$ cat src/rtl/imem_fetch_ctrl.sv
// Fetch sequencer for a 1-cycle synchronous instruction memory: owns the PC,
// issues word reads, buffers {instr, pc} in a small FIFO and hands them to decode.
//
// state  | meaning
// S_RUN  | reads issued whenever the FIFO has room for the returning word
// S_HALT | no new reads; a word already in flight is still captured
module imem_fetch_ctrl #(
  parameter logic [31:0] RESET_PC = 32'h0000_0000,
  parameter int          DEPTH    = 2
) (
  input  logic        clk,
  input  logic        rst,
  output logic [31:0] imem_addr,
  output logic        imem_en,
  input  logic [31:0] imem_rdata,
  input  logic        redirect_valid,
  input  logic [31:0] redirect_pc,
  input  logic        halt_req,
  output logic        out_valid,
  output logic [31:0] out_instr,
  output logic [31:0] out_pc,
  input  logic        out_ready,
  output logic        busy
);

  localparam int          AW  = $clog2(DEPTH);
  localparam int          CW  = AW + 1;
  localparam logic [31:0] NOP = 32'hE1A0_0000;

  typedef enum logic {S_RUN, S_HALT} state_t;

  state_t        state, state_nxt;
  logic [31:0]   pc;
  logic          inflight;
  logic [31:0]   inflight_pc;
  logic [31:0]   mem_instr [DEPTH];
  logic [31:0]   mem_pc    [DEPTH];
  logic [AW-1:0] rd_ptr, wr_ptr;
  logic [CW-1:0] count;
  logic [CW:0]   occ;
  logic          room;
  logic          push;
  logic          pop;
  logic          full;

  assign out_valid = (count != '0);
  assign pop       = out_valid & out_ready;
  assign full      = (count == CW'(DEPTH));
  // a redirect in the return cycle squashes the word from the earlier read
  assign push      = inflight & ~redirect_valid;

  // occupancy once this edge's pop and pending capture settle; an issue now lands next edge
  assign occ  = {1'b0, count} + (CW+1)'(inflight) - (CW+1)'(pop);
  assign room = (occ < (CW+1)'(DEPTH));

  assign imem_addr = pc;
  assign busy      = inflight | out_valid;
  assign out_instr = out_valid ? mem_instr[rd_ptr] : NOP;
  assign out_pc    = out_valid ? mem_pc[rd_ptr]    : 32'h0;

  always_ff @(posedge clk) begin
    if (rst) state <= S_RUN;
    else     state <= state_nxt;
  end

  // halt_req also gates issue directly so no read starts in the cycle it rises
  always_comb begin
    state_nxt = state;
    imem_en   = 1'b0;
    case (state)
      S_RUN: begin
        imem_en = ~halt_req & ~redirect_valid & room;
        if (halt_req) state_nxt = S_HALT;
      end
      S_HALT: begin
        if (!halt_req) state_nxt = S_RUN;
      end
      default: state_nxt = S_RUN;
    endcase
  end

  always_ff @(posedge clk) begin
    if (rst) begin
      pc          <= {RESET_PC[31:2], 2'b00};
      inflight    <= 1'b0;
      inflight_pc <= 32'h0;
      rd_ptr      <= '0;
      wr_ptr      <= '0;
      count       <= '0;
    end else begin
      inflight <= imem_en;
      if (imem_en) begin
        inflight_pc <= pc;
        pc          <= pc + 32'd4;
      end
      if (redirect_valid) begin
        pc     <= redirect_pc & 32'hFFFF_FFFC;
        rd_ptr <= '0;
        wr_ptr <= '0;
        count  <= '0;
      end else begin
        if (push) wr_ptr <= wr_ptr + AW'(1);
        if (pop)  rd_ptr <= rd_ptr + AW'(1);
        case ({push, pop})
          2'b10:   count <= count + CW'(1);
          2'b01:   count <= count - CW'(1);
          default: count <= count;
        endcase
      end
    end
  end

  always_ff @(posedge clk) begin
    if (push) begin
      mem_instr[wr_ptr] <= imem_rdata;
      mem_pc[wr_ptr]    <= inflight_pc;
    end
  end

  a_no_overflow: assert property (@(posedge clk) disable iff (rst) !(push && !pop && full));

endmodule
$ cat config.mk
export PLATFORM = sky130hd
export DESIGN_NAME = imem_fetch_ctrl
export DESIGN_NICKNAME = d
export VERILOG_FILES = /design/src/rtl/imem_fetch_ctrl.sv
export SDC_FILE = /design/constraint.sdc
export NUM_CORES = 1
export LEC_CHECK = 0
export ABC_AREA = 1
export ABC_CLOCK_PERIOD_IN_PS = 7700
export CORE_MARGIN = 3
export CORE_UTILIZATION = 57
export CTS_BUF_LIST = sky130_fd_sc_hd__clkbuf_8
export DETAILED_ROUTE_END_ITERATION = 12
export PLACE_DENSITY = 0.87
export SKIP_CTS_REPAIR_TIMING = 1
export SLEW_MARGIN = 25
export SYNTH_ARGS = -nofsm -noshare
export SYNTH_HDL_FRONTEND = slang
export SYNTH_SLANG_ARGS = --single-unit
$ cat constraint.sdc
create_clock -name clk -period 7.7 [get_ports clk]
set_input_delay 0.77 -clock clk [delete_from_list [all_inputs] [get_ports clk]]
set_output_delay 0.77 -clock clk [all_outputs]
set_load 0.005 [all_outputs]
; After elaboration in Yosys (flattened, before gate mapping)
; Memories as Yosys holds them, arrays and structs flattened. A register that Yosys moved wholly into a read port is not among the register bits.
; Index checks and enable logic that the tools add are counted.
[totals]
mem_bits_rw = 128
memories = 2
register_bits = 70
[mem_list]
columns = name, depth, word_bits, read_ports, rd_clocked_by_memory_dff, write_ports, line
row1 = mem_instr, 2, 32, 1, 1, 1, 36  ; logic [31:0] mem_instr [DEPTH];
row2 = mem_pc, 2, 32, 1, 1, 1, 37  ; logic [31:0] mem_pc [DEPTH];
[op_classes]
order_cmp = 1
addsub = 7
bitwise = 7
n_eq_ne = 2
reduce_logical = 4
mux = 13
[ops]
columns = operator, n
row1 = $mux W32, 4
row2 = $add A32 B3 Y32 const B, 1
row3 = $mux W1, 8
row4 = $reduce_bool A2 Y1, 3
row5 = $and A1 B1 Y1, 4
row6 = $pmux W2 S2, 1
row7 = $add A2 B1 Y3, 1
row8 = $lt A3 B2 Y1 const B, 1
row9 = $sub A3 B1 Y3, 1
row10 = $add A1 B1 Y1 const B, 2
row11 = $add A2 B1 Y2 const B, 1
row12 = $eq A2 B1 Y1 const B, 1
row13 = $eq A2 B2 Y1 const B, 1
row14 = $not A1 Y1, 2
row15 = $reduce_or A2 Y1, 1
row16 = $sub A2 B1 Y2 const B, 1
row17 = $or A1 B1 Y1, 1

; Longest topological paths before layout
; Gate-level depths: netlist of run 1.
[depth]
ltp_word = 8
depth_mapped = 18
depth_no_buf = 16

; Least setup slack after synthesis of run 1
; OpenSTA, ideal clock, no wires.
[synth_path]
kind = input port to flip-flop
from = input port redirect_valid
to = memory mem_instr[1][0] (enable)
path_buffers = 0
cell_stages = 3
path_slack_ns = 3.625
t_arrival_ns = 3.591
path_cell_list = nor2_1 -> inv_1 -> nor2_1
[synth_via]
elab_chain_cells = 4
[synth_rtl]
columns = item, line
row1 = "start, declared", 16  ; input logic redirect_valid,
row2 = $not A1 Y1, 50  ; assign push = inflight & ~redirect_valid;
row3 = $and A1 B1 Y1, 50
row4 = $mux W1, 114  ; if (push) begin
row5 = $mux W1 (not written as such), 115  ; mem_instr[wr_ptr] <= imem_rdata;
row6 = "end, declared", 36
; No other way between the ends.

; Final worst setup path of run 1
[layout_path]
from = input port out_ready
to = output port imem_en
[layout_via]
elab_chain_cells = 5
[layout_rtl]
columns = item, line
row1 = "start, declared", 22  ; input logic out_ready,
row2 = $and A1 B1 Y1, 47  ; assign pop = out_valid & out_ready;
row3 = $sub A3 B1 Y3, 53  ; assign occ = {1'b0, count} + (CW+1)'(inflight) - (CW+1)'(pop);
row4 = $lt A3 B2 Y1, 54  ; assign room = (occ < (CW+1)'(DEPTH));
row5 = $and A1 B1 Y1, 72  ; imem_en = ~halt_req & ~redirect_valid & room;
row6 = $mux W1, 70  ; case (state)
row7 = "end, declared", 14  ; output logic imem_en,
; No other way between the ends.

==> flow_summary.ini, run 1 <==
[status]
status = completed

[power]
ir_worst_vdd_uv = 106
power_density_nw_per_um2 = 189
finalPower_mw = 1.97
leakage_nw = 3.95

[critical_path]
r2r_cells = 15
critPathMostFrequentCell = nand2_1
cp-start-kind = input pin
required_ps = 6930
cpPeakStageDelay_ps = 730
slowest_stage = inv_2
crit_arrival_ps = 4420
crit_chain = clkdlybuf4s50_1 -> inv_1 -> nor2_1 -> nand2_1 -> o21ai_0 -> nand2_1 -> fa_1 -> nand2_1 -> nor2_2 -> nand2_2 -> buf_4 -> inv_2 -> clkdlybuf4s50_1
worstSetupPathType = input pin to output pin
crit_fanout = 56
setup.worst_path.end_class = output pin

[global_routing]
grt_pass1_wl_um = 29800
grt_max_degree = 63
grt_pass1_vias = 6082
grt.total_usage = 0.233
grt_antenna_before_repair = 0
grt_overflow_total = 0

[floorplanning]
initial_core_util = 0.589
row_count = 43
pin_count = 168
die_x_um = 126
die_area_um2 = 16000
die_h_um = 126
fp.coreArea_um2 = 14000

[placed_design]
port_buffers = 161
dp.cells = 1222
gp_congestion = 0.893
place_ws_ps = 2600
dp_hpwl_um = 12600

[hold_path]
min_delay_path_depth = 0
hold_class = flip-flop to flip-flop

[timing]
whs_ps = 454
slew_violations = 0
fmax_mhz = 193
final_hold_viol_count = 0
tns_ps = 0
relSlewSlack = 0.355
period_share = 0.674
setup_viol = 0
worst_pin_slew_ps = 967
finalWorstSetupSlack_ps = 2510
rsz0062_at_grt = no
period_minus_slack_ps = 5190
finalClockSkew_ps = 10.6

[route]
vias = 6671
wl_per_cell_um = 14.8
ant_nets = 0
drcViolationCount = 0
dr.pass1.iters = 5
drt-total-wl_um = 18600
drtIter0Drc = 600
vias_per_cell = 5.32

[clock_network]
cts_sinks = 191
clkSlewWorstSetupHoldPaths_ps = 90
cts_buffer_depth = 2
cts_tree = done
clock_latency_ps = 460
cts-root-buf = clkbuf_8
cts_max_level = 4
cts_buffers = 17

[final_layout]
drive_above_1_share = 0.0577
area_growth_pct = 25.6
layout.nets = 1132
n_antenna_cell = 0
layoutNonFillerInstCount = 1254

[yosys]
synth-seq-cells = 191
synthCells = 915
synthFlopType = edfxtp_1
synth-adder-area-share = 0.00394
synth_cell_types = 31
synth_compound_area_frac = 0.0802
synth.area.mux_share = 0
ys_seq_area_frac = 0.613
syn_area_um2 = 8270
synth_simple_gate_area_frac = 0.231
synthXorXnorAreaFrac = 0.00318
synth-edff-count = 124
synth-async-reset-ratio = 0
avgSynthCellArea_um2 = 9.03
synth_top_family_by_area = simple AND/OR/NAND/NOR gates
yosys_warnings = 0

[job]
max_cap_violations = 0
## state kept, by name, summed over array words and instances (netlist names), named ones only
| signal | cells |
|---|---|
| mem_pc | 60 |
| state | 1 |
| rd_ptr | 1 |
| wr_ptr | 1 |
| count | 2 |
| inflight | 1 |
| inflight_pc | 30 |
| mem_instr | 64 |
| imem_addr | 30 |
## cell usage in the layout (no fill, tap or decap)
cell             synthesis  routed
o211a_1                  2       2
inv_6                    0       3
nand3_1                 56      56
inv_1                   86      89
dfxtp_2                  0       1
a21oi_1                 77      77
and2_1                   1       1
a31oi_1                  4       4
dfxtp_1                 67      66
xor2_1                   3       3
a211oi_1                 6       6
bufinv_16                0       3
o211ai_1                 1       1
clkdlybuf4s50_1          0     161
edfxtp_1               124     124
clkbuf_8                 0      18
nand2_2                  2       2
conb_1                   1       4
nor2_2                   5       5
clkinvlp_4               0       2
nor2_4                  11      14
o21ai_0                 32      32
fa_1                     1       1
ha_1                     1       1
o21ai_1                  1       1
clkinv_4                 0       3
nand4_1                  1       1
nor3_1                  12      12
o31ai_1                  2       2
nor2_1                  90      87
nand2_1                281     281
buf_4                    7       8
inv_2                    3       3
## final timing paths
check | from | end | slack [ps]
setup reg to reg | count[1]$_SDFFE_PP0P_ | imem_addr[18]$_SDFFE_PP0P_ | 4160
setup / recovery | out_ready | imem_en | 2510
hold / removal | inflight_pc[25]$_SDFFE_PP0P_ | mem_pc[1][25]$_DFFE_PP_ | 450
hold reg to reg | inflight_pc[25]$_SDFFE_PP0P_ | mem_pc[1][25]$_DFFE_PP_ | 450
## synth_stat cells (2+ instances only)
library cell | n | area, µm²
a211oi_1 | 6 | 45.0
a21oi_1 | 77 | 385
a31oi_1 | 4 | 25.0
buf_1 | 2 | 7.51
buf_2 | 8 | 40.0
buf_4 | 7 | 52.6
buf_6 | 3 | 33.8
clkbuf_1 | 24 | 90.1
dfxtp_1 | 67 | 1340
edfxtp_1 | 124 | 3720
inv_1 | 86 | 323
inv_2 | 3 | 11.3
nand2_1 | 281 | 1050
nand2_2 | 2 | 12.5
nand3_1 | 56 | 280
nor2_1 | 90 | 338
nor2_2 | 5 | 31.3
nor2_4 | 11 | 124
nor3_1 | 12 | 60.1
o211a_1 | 2 | 20.0
o21ai_0 | 32 | 160
o31ai_1 | 2 | 15.0
xor2_1 | 3 | 26.3
## critical path, delay by kind of cell
kind | cells | cell delay [ps]
simple gates | 6 | 710
compound gates | 1 | 120
buf+inv | 5 | 2310
fa+ha+maj | 1 | 510
## through the flow
stage / util / instance area (µm²)
2_1_floorplan: - / 8280
3_3_place_gp: 0.710 / 9970
3_5_place_dp: 0.710 / 9970
4_1_cts: 0.740 / 10400
5_1_grt: 0.740 / 10400
6_report: 0.740 / 10400
## report_power, final
| part | total (mW) | internal, mW | switching (mW) | leakage [nW] |
|---|---|---|---|---|
| Clock | 0.667 | 0.331 | 0.336 | 0.214 |
| Combinational | 0.158 | 0.0798 | 0.0781 | 2.06 |
| Sequential | 1.14 | 1.12 | 0.0274 | 1.68 |
| Total | 1.97 | 1.53 | 0.442 | 3.95 |
## logic make-up after synthesis
family | Yosys count
flip-flops | 191
buffers and inverters | 134
adder cells (fa/ha/maj) | 2
XOR/XNOR | 3
other | 1
AO/OA/AOI/OAI | 125
AND/OR/NAND/NOR | 459
## layer usage
layer,vias to the layer above,wire length [µm],global-route usage
li1,3280,-,-
met1,3090,7880,0.317
met2,266,8940,0.377
met3,35,1350,0.0438
met4,0,442,0.0852
met5,-,0,0
## area by class of cell
cell class | instances | area [µm²]
Multi-Input combinational cell | 593 | 2670
Inverter | 89 | 334
Tap cell | 180 | 225
Sequential cell | 191 | 5070
Fill cell | 1007 | 3660
Clock buffer | 18 | 248
Clock inverter | 14 | 169
Timing Repair Buffer | 169 | 1670
No activity file was read; power rests on OpenSTA's default activity.
==> inputs of run 2 (changes only) <==
--- a/config.mk
+++ b/config.mk
@@ -6,12 +6,12 @@
 export NUM_CORES = 1
 export LEC_CHECK = 0
 export ABC_AREA = 1
-export ABC_CLOCK_PERIOD_IN_PS = 7700
+export ABC_CLOCK_PERIOD_IN_PS = 4190
 export CORE_MARGIN = 3
-export CORE_UTILIZATION = 57
+export CORE_UTILIZATION = 48
 export CTS_BUF_LIST = sky130_fd_sc_hd__clkbuf_8
 export DETAILED_ROUTE_END_ITERATION = 12
-export PLACE_DENSITY = 0.87
+export PLACE_DENSITY = 0.78
 export SKIP_CTS_REPAIR_TIMING = 1
 export SLEW_MARGIN = 25
 export SYNTH_ARGS = -nofsm -noshare
==> constraint.sdc (replaced) <==
create_clock -name clk -period 4.19 [get_ports clk]
set_input_delay 0.419 -clock clk [delete_from_list [all_inputs] [get_ports clk]]
set_output_delay 0.419 -clock clk [all_outputs]
set_load 0.005 [all_outputs]
==> flow_summary.ini, run 2 (synthesis gave the netlist of run 1 again) <==
[route]
drtIter0Drc = 416
drt-total-wl_um = 18600
wl_per_cell_um = 14.3
drcViolationCount = 0
vias = 6496
vias_per_cell = 5.01
ant_nets = 0
dr.pass1.iters = 7

[final_layout]
drive_above_1_share = 0.0595
layout.nets = 1134
final_common_cell = nand2_1
largest_registers = mem_instr x64, mem_pc x60
area_growth_pct = 26.0
top_register = mem_instr
largest_reg_flops = 64
n_antenna_cell = 0
final_cell_mix = nand2_1, clkdlybuf4s50_1, edfxtp_1

[timing]
period_share = 0.815
finalWorstSetupSlack_ps = 776
setup_viol = 0
finalClockSkew_ps = 13.5
fmax_mhz = 293
slew_violations = 0
tns_ps = 0
final_hold_viol_count = 0
period_minus_slack_ps = 3410
rsz0062_at_grt = no
relSlewSlack = 0.355
worst_pin_slew_ps = 962

[critical_path]
r2r_end = imem_addr[29]$_SDFFE_PP0P_
crit_arrival_ps = 2990
setup.worst_path.end_class = output pin
r2r_cells = 15
cpPeakStageDelay_ps = 510
worstSetupPathType = input pin to output pin
cp-start-kind = input pin
reg2reg_slack_ps = 1250
required_ps = 3770
crit_chain = clkdlybuf4s50_1 -> inv_1 -> nor2_1 -> nand2_1 -> o21ai_0 -> nand2_1 -> fa_1 -> nand2_1 -> nor2_2 -> nand2_2 -> inv_2 -> clkdlybuf4s50_1
slowest_stage = clkdlybuf4s50_1
crit_fanout = 10
r2r_start = count[1]$_SDFFE_PP0P_
critPathMostFrequentCell = nand2_1

[floorplanning]
die_h_um = 137
die_area_um2 = 18800
die_x_um = 137
pin_count = 168
fp.coreArea_um2 = 16700
row_count = 47
initial_core_util = 0.495

[clock_network]
cts_tree = done
clock_latency_ps = 450
cts-root-buf = clkbuf_8
cts_buffers = 17
cts_buffer_depth = 2
clkSlewWorstSetupHoldPaths_ps = 90
cts_max_level = 4
cts_sinks = 191

[hold_path]
hold_class = flip-flop to flip-flop
min_to = mem_pc[1][13]$_DFFE_PP_
min_delay_path_depth = 0
hp-start = inflight_pc[13]$_SDFFE_PP0P_

[power]
ir_worst_vdd_uv = 200
finalPower_mw = 3.53
leakage_nw = 3.94
power_density_nw_per_um2 = 339

[global_routing]
grt_antenna_before_repair = 0
grt_overflow_total = 0
grt.total_usage = 0.199
grt_pass1_wl_um = 28900
grt_pass1_vias = 5845
grt_max_degree = 63

[placed_design]
gp_congestion = 0.883
port_buffers = 161
dp_hpwl_um = 12500
place_ws_ps = 756

[job]
max_cap_violations = 0

[status]
status = completed
[run 2: worst max path at each step]
stage / start / to / slack [ps]
finish: out_ready / imem_en / 780
floorplan: redirect_valid / mem_instr[1][0]$_DFFE_PP_ / 470
CTS: out_ready / imem_en / 770
global placement: out_ready / imem_addr[29]$_SDFFE_PP0P_ / 780
detailed placement: out_ready / imem_addr[29]$_SDFFE_PP0P_ / 760
global route: count[1]$_SDFFE_PP0P_ / imem_en / 600
[run 2: layout make-up]
type                    count  area (µm²)
clock buffers              17         234
fillers                  1355        6290
well taps                 220         275
flip-flops and latches    191        5070
repair buffers            171        1690
inverters                  89         337
clock inverters            15         144
multi-input cells         593        2670
[run 2: routing by layer]
layer / GRT usage / share of wire / vias up
met5: 0 / 0 / -
met4: 0.0837 / 0.026 / 0
met3: 0.0435 / 0.072 / 36
met2: 0.320 / 0.47 / 223
met1: 0.261 / 0.43 / 2949
li1: - / - / 3288
[run 2: metrics by stage]
stage / std cells / util / cell area [µm²] / hold WS, ps
2_1_floorplan: 918 / - / 8280 / 420
3_5_place_dp: 1264 / 0.601 / 10000 / 442
5_1_grt: 1296 / 0.624 / 10400 / 482
3_3_place_gp: 1264 / 0.601 / 10000 / 430
4_1_cts: 1296 / 0.624 / 10400 / 464
6_report: 1296 / 0.624 / 10400 / 461
[run 2: report_power, final]
group          switching (mW)  internal, mW  leakage, nW
Clock                   0.619         0.526        0.189
Combinational           0.141         0.147         2.07
Sequential             0.0501          2.05         1.68
[run 2: worst max-delay path, delay by kind of cell]
| family | cells | cell delay [ps] |
|---|---|---|
| buffers and inverters | 4 | 1180 |
| adder cells (fa/ha/maj) | 1 | 500 |
| AND/OR/NAND/NOR | 6 | 780 |
| AO/OA/AOI/OAI | 1 | 110 |
==> inputs of run 3 (changes only) <==
--- a/config.mk
+++ b/config.mk
@@ -6,12 +6,12 @@
 export NUM_CORES = 1
 export LEC_CHECK = 0
 export ABC_AREA = 1
-export ABC_CLOCK_PERIOD_IN_PS = 4190
+export ABC_CLOCK_PERIOD_IN_PS = 3400
 export CORE_MARGIN = 3
-export CORE_UTILIZATION = 48
+export CORE_UTILIZATION = 53
 export CTS_BUF_LIST = sky130_fd_sc_hd__clkbuf_8
 export DETAILED_ROUTE_END_ITERATION = 12
-export PLACE_DENSITY = 0.78
+export PLACE_DENSITY = 0.82
 export SKIP_CTS_REPAIR_TIMING = 1
 export SLEW_MARGIN = 25
 export SYNTH_ARGS = -nofsm -noshare
==> constraint.sdc (replaced) <==
create_clock -name clk -period 3.4 [get_ports clk]
set_input_delay 0.34 -clock clk [delete_from_list [all_inputs] [get_ports clk]]
set_output_delay 0.34 -clock clk [all_outputs]
set_load 0.005 [all_outputs]
==> flow_summary.ini, run 3 (synthesis gave the netlist of run 1 again) <==
[timing]
worst_pin_slew_ps = 661
final_hold_viol_count = 0
relSlewSlack = 0.559
period_share = 0.955
period_minus_slack_ps = 3250
fmax_mhz = 308
setup_viol = 0
rsz0062_at_grt = no
finalClockSkew_ps = 13.1
slew_violations = 0
tns_ps = 0

[status]
status = completed

[final_layout]
top_register = mem_instr
layout.nets = 1137
n_antenna_cell = 0
final_common_cell = nand2_1
largest_registers = mem_instr x64, mem_pc x60
largest_reg_flops = 64
drive_above_1_share = 0.0621
final_cell_mix = nand2_1, clkdlybuf4s50_1, edfxtp_1
n_fill_cell = 1163
final_area_um2 = 10400
area_growth_pct = 26.3

[placed_design]
place_area_um2 = 10100
gp_congestion = 0.906
port_buffers = 161
dp_hpwl_um = 12800

[power]
clockPowerShare = 0.315
leakage_nw = 3.97
p_seq_frac = 0.601
switching_share = 0.236
power_density_nw_per_um2 = 412
power.switching_mw = 1.01
ir_worst_vdd_uv = 204
p_int_mw = 3.29
pwr-share-comb = 0.084

[global_routing]
grt_pass1_wl_um = 28800
grt_max_degree = 63
grt_pass1_vias = 6074
grt.total_usage = 0.217
grt_antenna_before_repair = 0
grt_overflow_total = 0

[hold_path]
hold_class = flip-flop to flip-flop

[clock_network]
cts_buffer_depth = 2
clock_latency_ps = 460
clkSlewWorstSetupHoldPaths_ps = 90
cts_tree = done
cts_sinks = 191
cts_buffers = 17
cts-root-buf = clkbuf_8
cts_max_level = 4

[floorplanning]
fp.coreArea_um2 = 15300
initial_core_util = 0.542
die_x_um = 131
row_count = 45
die_area_um2 = 17100
die_h_um = 131
pin_count = 168

[job]
max_cap_violations = 0

[critical_path]
crit_fanout = 4
required_ps = 3060
worstSetupPathType = input pin to output pin
crit_arrival_ps = 2910
cp-start-kind = input pin
setup.worst_path.end_class = output pin

[route]
wl_per_cell_um = 14.5
drcViolationCount = 0
ant_nets = 0
drtIter0Drc = 498
vias_per_cell = 5.08
dr.pass1.iters = 5
vias = 6552
drt-total-wl_um = 18800
-- run 3: per-stage QoR --
step,setup WS (ps),total power [mW],hold slack (ps),std cells,util
6_report,154,4.31,456,1290,0.684
5_1_grt,7.19,4.48,430,1290,0.684
4_1_cts,79.9,4.34,427,1290,0.684
3_5_place_dp,110,3.00,435,1258,0.661
3_3_place_gp,199,2.99,431,1258,0.661
2_1_floorplan,737,2.80,413,918,-
-- run 3: worst max-delay path, stage by stage --
cell and delay (ps):
clkdlybuf4s50_1 520, inv_1 80, nor2_1 200, nand2_1 110
o21ai_0 130, nand2_1 140, fa_1 520, nand2_1 70
nor2_2 110, nand2_2 90, inv_2 100, clkdlybuf4s50_1 500
-- run 3: power by group through the flow --
stage          clock, mW  combinational, mW  sequential [mW]
6_report            1.35              0.362             2.59
5_1_grt             1.48              0.401             2.60
4_1_cts             1.39              0.363             2.59
3_5_place_dp           0              0.360             2.64
3_3_place_gp           0              0.350             2.64
2_1_floorplan          0              0.176             2.63
-- run 3: layer usage --
metal,wire length (µm),up-vias,global-route usage
met5,0,-,0
met4,500,0,0.0871
met3,1430,41,0.0447
met2,8900,263,0.359
met1,7940,2952,0.281
li1,-,3296,-
-- run 3: cell type report --
| type | instances | area [µm²] | share of cell area |
|---|---|---|---|
| flip-flops and latches | 191 | 5070 | 0.485 |
| multi-input cells | 593 | 2670 | 0.256 |
| repair buffers | 174 | 1750 | 0.167 |
| inverters | 89 | 334 | 0.0320 |
| well taps | 211 | 264 | 0.0253 |
| clock buffers | 17 | 234 | 0.0224 |
| clock inverters | 15 | 123 | 0.0117 |
-- run 3: path summary, 6_finish.rpt --
path | from | to | slack [ps] | depth (start not counted)
max | out_ready | imem_en | 150 | 12
max reg2reg | count[0]$_SDFFE_PP0P_ | imem_addr[8]$_SDFFE_PP0P_ | 550 | 14
min reg2reg | inflight_pc[7]$_SDFFE_PP0P_ | mem_pc[1][7]$_DFFE_PP_ | 460 | 0
min | inflight_pc[7]$_SDFFE_PP0P_ | mem_pc[1][7]$_DFFE_PP_ | 460 | 0
==> patch: new RTL, settings of run 2 <==
Make the reset (`rst`) asynchronous in 2 clocked blocks.
--- a/src/rtl/imem_fetch_ctrl.sv
+++ b/src/rtl/imem_fetch_ctrl.sv
@@ -59,5 +59,5 @@
   assign out_pc    = out_valid ? mem_pc[rd_ptr]    : 32'h0;
 
-  always_ff @(posedge clk) begin
+  always_ff @(posedge clk or posedge rst) begin
     if (rst) state <= S_RUN;
     else     state <= state_nxt;
@@ -80,5 +80,5 @@
   end
 
-  always_ff @(posedge clk) begin
+  always_ff @(posedge clk or posedge rst) begin
     if (rst) begin
       pc          <= {RESET_PC[31:2], 2'b00};
Formal check against the unedited RTL: differs if rst is asserted again (counterexample within 4 cycles, from zero or initial values and one cycle with rst high); with rst held inactive, the same outputs for 4 cycles.
==> patch against run 2 <==
Wire length rose by 4.5%. Worst setup slack got worse by 0.069 ns. Cell area rose by 2.0%. Critical path depth fell by 2. Worst hold slack got worse by 0.068 ns. Sequential cell count fell by 1. Area after synthesis rose by 2.4%. Highest routed layer unchanged.
Power is not compared: it rests on default switching activity, and its combinational part moved more than twofold at a synthesized area within 25%.
==> patch: results (changes against run 2) <==
- In this run the critical register-to-register path is captured at imem_addr[20]$_DFFE_PP0P_.
- The initial antenna violation count is 0 (unchanged).
- The worst clock skew is 0.01200 ns (-0.001465 ns).
- The flow ran to the end, and the final reports show no timing, DRC or antenna violations.
- The buffer depth of the longest clock path is 2 (unchanged).
- The count of inserted antenna diode cells is 0 (unchanged).
- The pin count of the biggest net entering global routing is 80 (+27%).
- The post-DP HPWL is 13,260 um (+5.8%).
- The endpoint arrival time on the critical path is 3.06 ns (+0.07 ns).
- The latest clock arrival within the worst-skew pair is 0.46 ns.
- The maximum vdd drop is 0.0002194 V.
- The met1 usage is 26.74% (+0.66 points).
- The number of buffers added by the clock tree synthesis step is 17 (unchanged).
- The adder and majority cell fraction of the synthesized area is 0.5321% (+0.14 points).
- The detailed-route vias per instance came to 5.054 (+0.82%).
- The fraction of synthesized cell area in xor and xnor cells is 0% (-0.32 points).
- The register-to-register setup slack came to 1.07 ns (-0.18 ns).
- The reported leakage power is about 4.3 nW.
- The beginning of the critical path is count[1]$_DFFE_PP0P_.
- The largest registers in the layout are mem_instr (64), mem_pc (60).
- The H-tree depth is 4 (unchanged).
- The launch point of the worst reg-to-reg path is count[1]$_DFFE_PP0P_.
- The layout filler cell count was 1,423 (+5.0%).
- Sorting the synthesized cells by how often they occur yields nand2_1, edfxtp_1, nand3_1, nor2_1, inv_1.
- The routability congestion estimate from global placement is 0.8822 (-0.11%).
- The global-route met3 utilization came to 4.345% (about the same).
- The via count of the first global-routing pass is 6,337 (+8.4%).
- The total power divided by cell area is between 400 and 500 nW/um^2.
- The most used flip-flop cell after synthesis is edfxtp_1.
- The worst reg2reg path depth is 12 (-3).
- The reported net switching power is 1.288 mW.
- The proportion of layout cells with a drive suffix above 1 is 7.223% (+1.3 points).
- The global-route wire length before repair is 31,750 um (+9.7%).
- The number of nets in the layout is 1,125 (-0.79%).
- The global-route total usage across every layer was 20.45% (+0.59 points).
- The total number of yosys warnings is 0 (unchanged).
- The proportion of register bits with asynchronous set or reset after synthesis is 34.74% (+35 points).
- The count of unique library cells instantiated by Yosys is 26 (-16%).
- The met2 routing resource usage after global routing is 34.70% (+2.7 points).
- The wire length per cell after detailed routing is 15.08 um (+5.3%).
- The number of iterations in the first detailed-routing pass is 5 (-2).
- The actual slew at the worst max-slew pin came to 0.8222 ns (-0.1394 ns).
- Ranked by total cell area, the synthesized netlist is headed by edfxtp_1, dfrtp_1, nand2_1, nand3_1, a21oi_1.
- In this run the worst setup path terminates at imem_en.
- After clock tree synthesis, the clock-pin slew on the worst setup and hold paths is 0.10 ns.
- The first-iteration detailed-routing DRC count is 413 (-0.72%).
- The sequential element share of the synthesized area came to 63.49% (+2.2 points).
- The maximum fanout encountered on the critical timing path came to 6 (-4).
- The class of the tightest hold or removal check is input port to async pin.
- The area fraction in compound gates after synthesis was 5.055% (-3.0 points).
- In this run, the clock network consumes around a quarter of the power.
- The CTS root buffer is clkbuf_8.
==> patch: cell types whose count changed after synthesis, moves of 5 or more <==
cell	change
nand3_1	+26
inv_1	-17
nor2_2	+10
nand2_1	+39
nor2_1	-13
dfrtp_1	+66
dfxtp_1	-67
clkbuf_1	-10
a21oi_1	-18
o21ai_0	-18
o21ai_1	+10
nor3_1	-12
nor2_4	-5
a211oi_1	-6
==> patch: cell families after synthesis <==
kind of cell | Yosys count
DFF | 190
adders and majority gates | 3
and+or+nand+nor | 506
buffers and inverters | 115
AOI/OAI and AO/OA | 85
other | 1
==> patch: per-stage QoR <==
step / hold WS [ns] / utilization, % / std cells / setup slack (ns) / cell area, um^2
floorplan: 0.4424 / - / 903 / 0.4041 / 8477
global placement: 0.4492 / 60.45 / 1254 / 0.7130 / 10240
detailed placement: 0.4580 / 60.46 / 1254 / 0.6772 / 10240
CTS: 0.4331 / 62.74 / 1286 / 0.6340 / 10630
global route: 0.4277 / 62.75 / 1286 / 0.5050 / 10630
finish: 0.3932 / 62.75 / 1286 / 0.7066 / 10630
==> patch: final cells by class <==
cell class                 instances  area (um^2)  share of cell area [%]
tap                              220        275.3                   2.590
clock buffer                      17        234.0                   2.202
multi-input combinational        598         2613                   24.58
timing repair buffer             171         1687                   15.87
clock inverter                    15        152.6                   1.436
sequential                       190         5376                   50.59
inverter                          75        290.3                   2.731
==> patch: per-layer routing <==
layer	up-vias	wire, um
met1	3020	8329
met5	-	0
met2	225	9615
met3	28	1090
li1	3226	-
met4	0	353
==> patch: worst max-delay path: stages, from the launching register on <==
cell,delay (ns)
dfrtp_1,0.52
nor2_4,0.05
nor2_2,0.16
ha_1,0.26
or2_2,0.31
fa_1,0.48
nand2_1,0.08
nor2_4,0.13
nand2_4,0.07
inv_4,0.06
clkdlybuf4s50_1,0.49
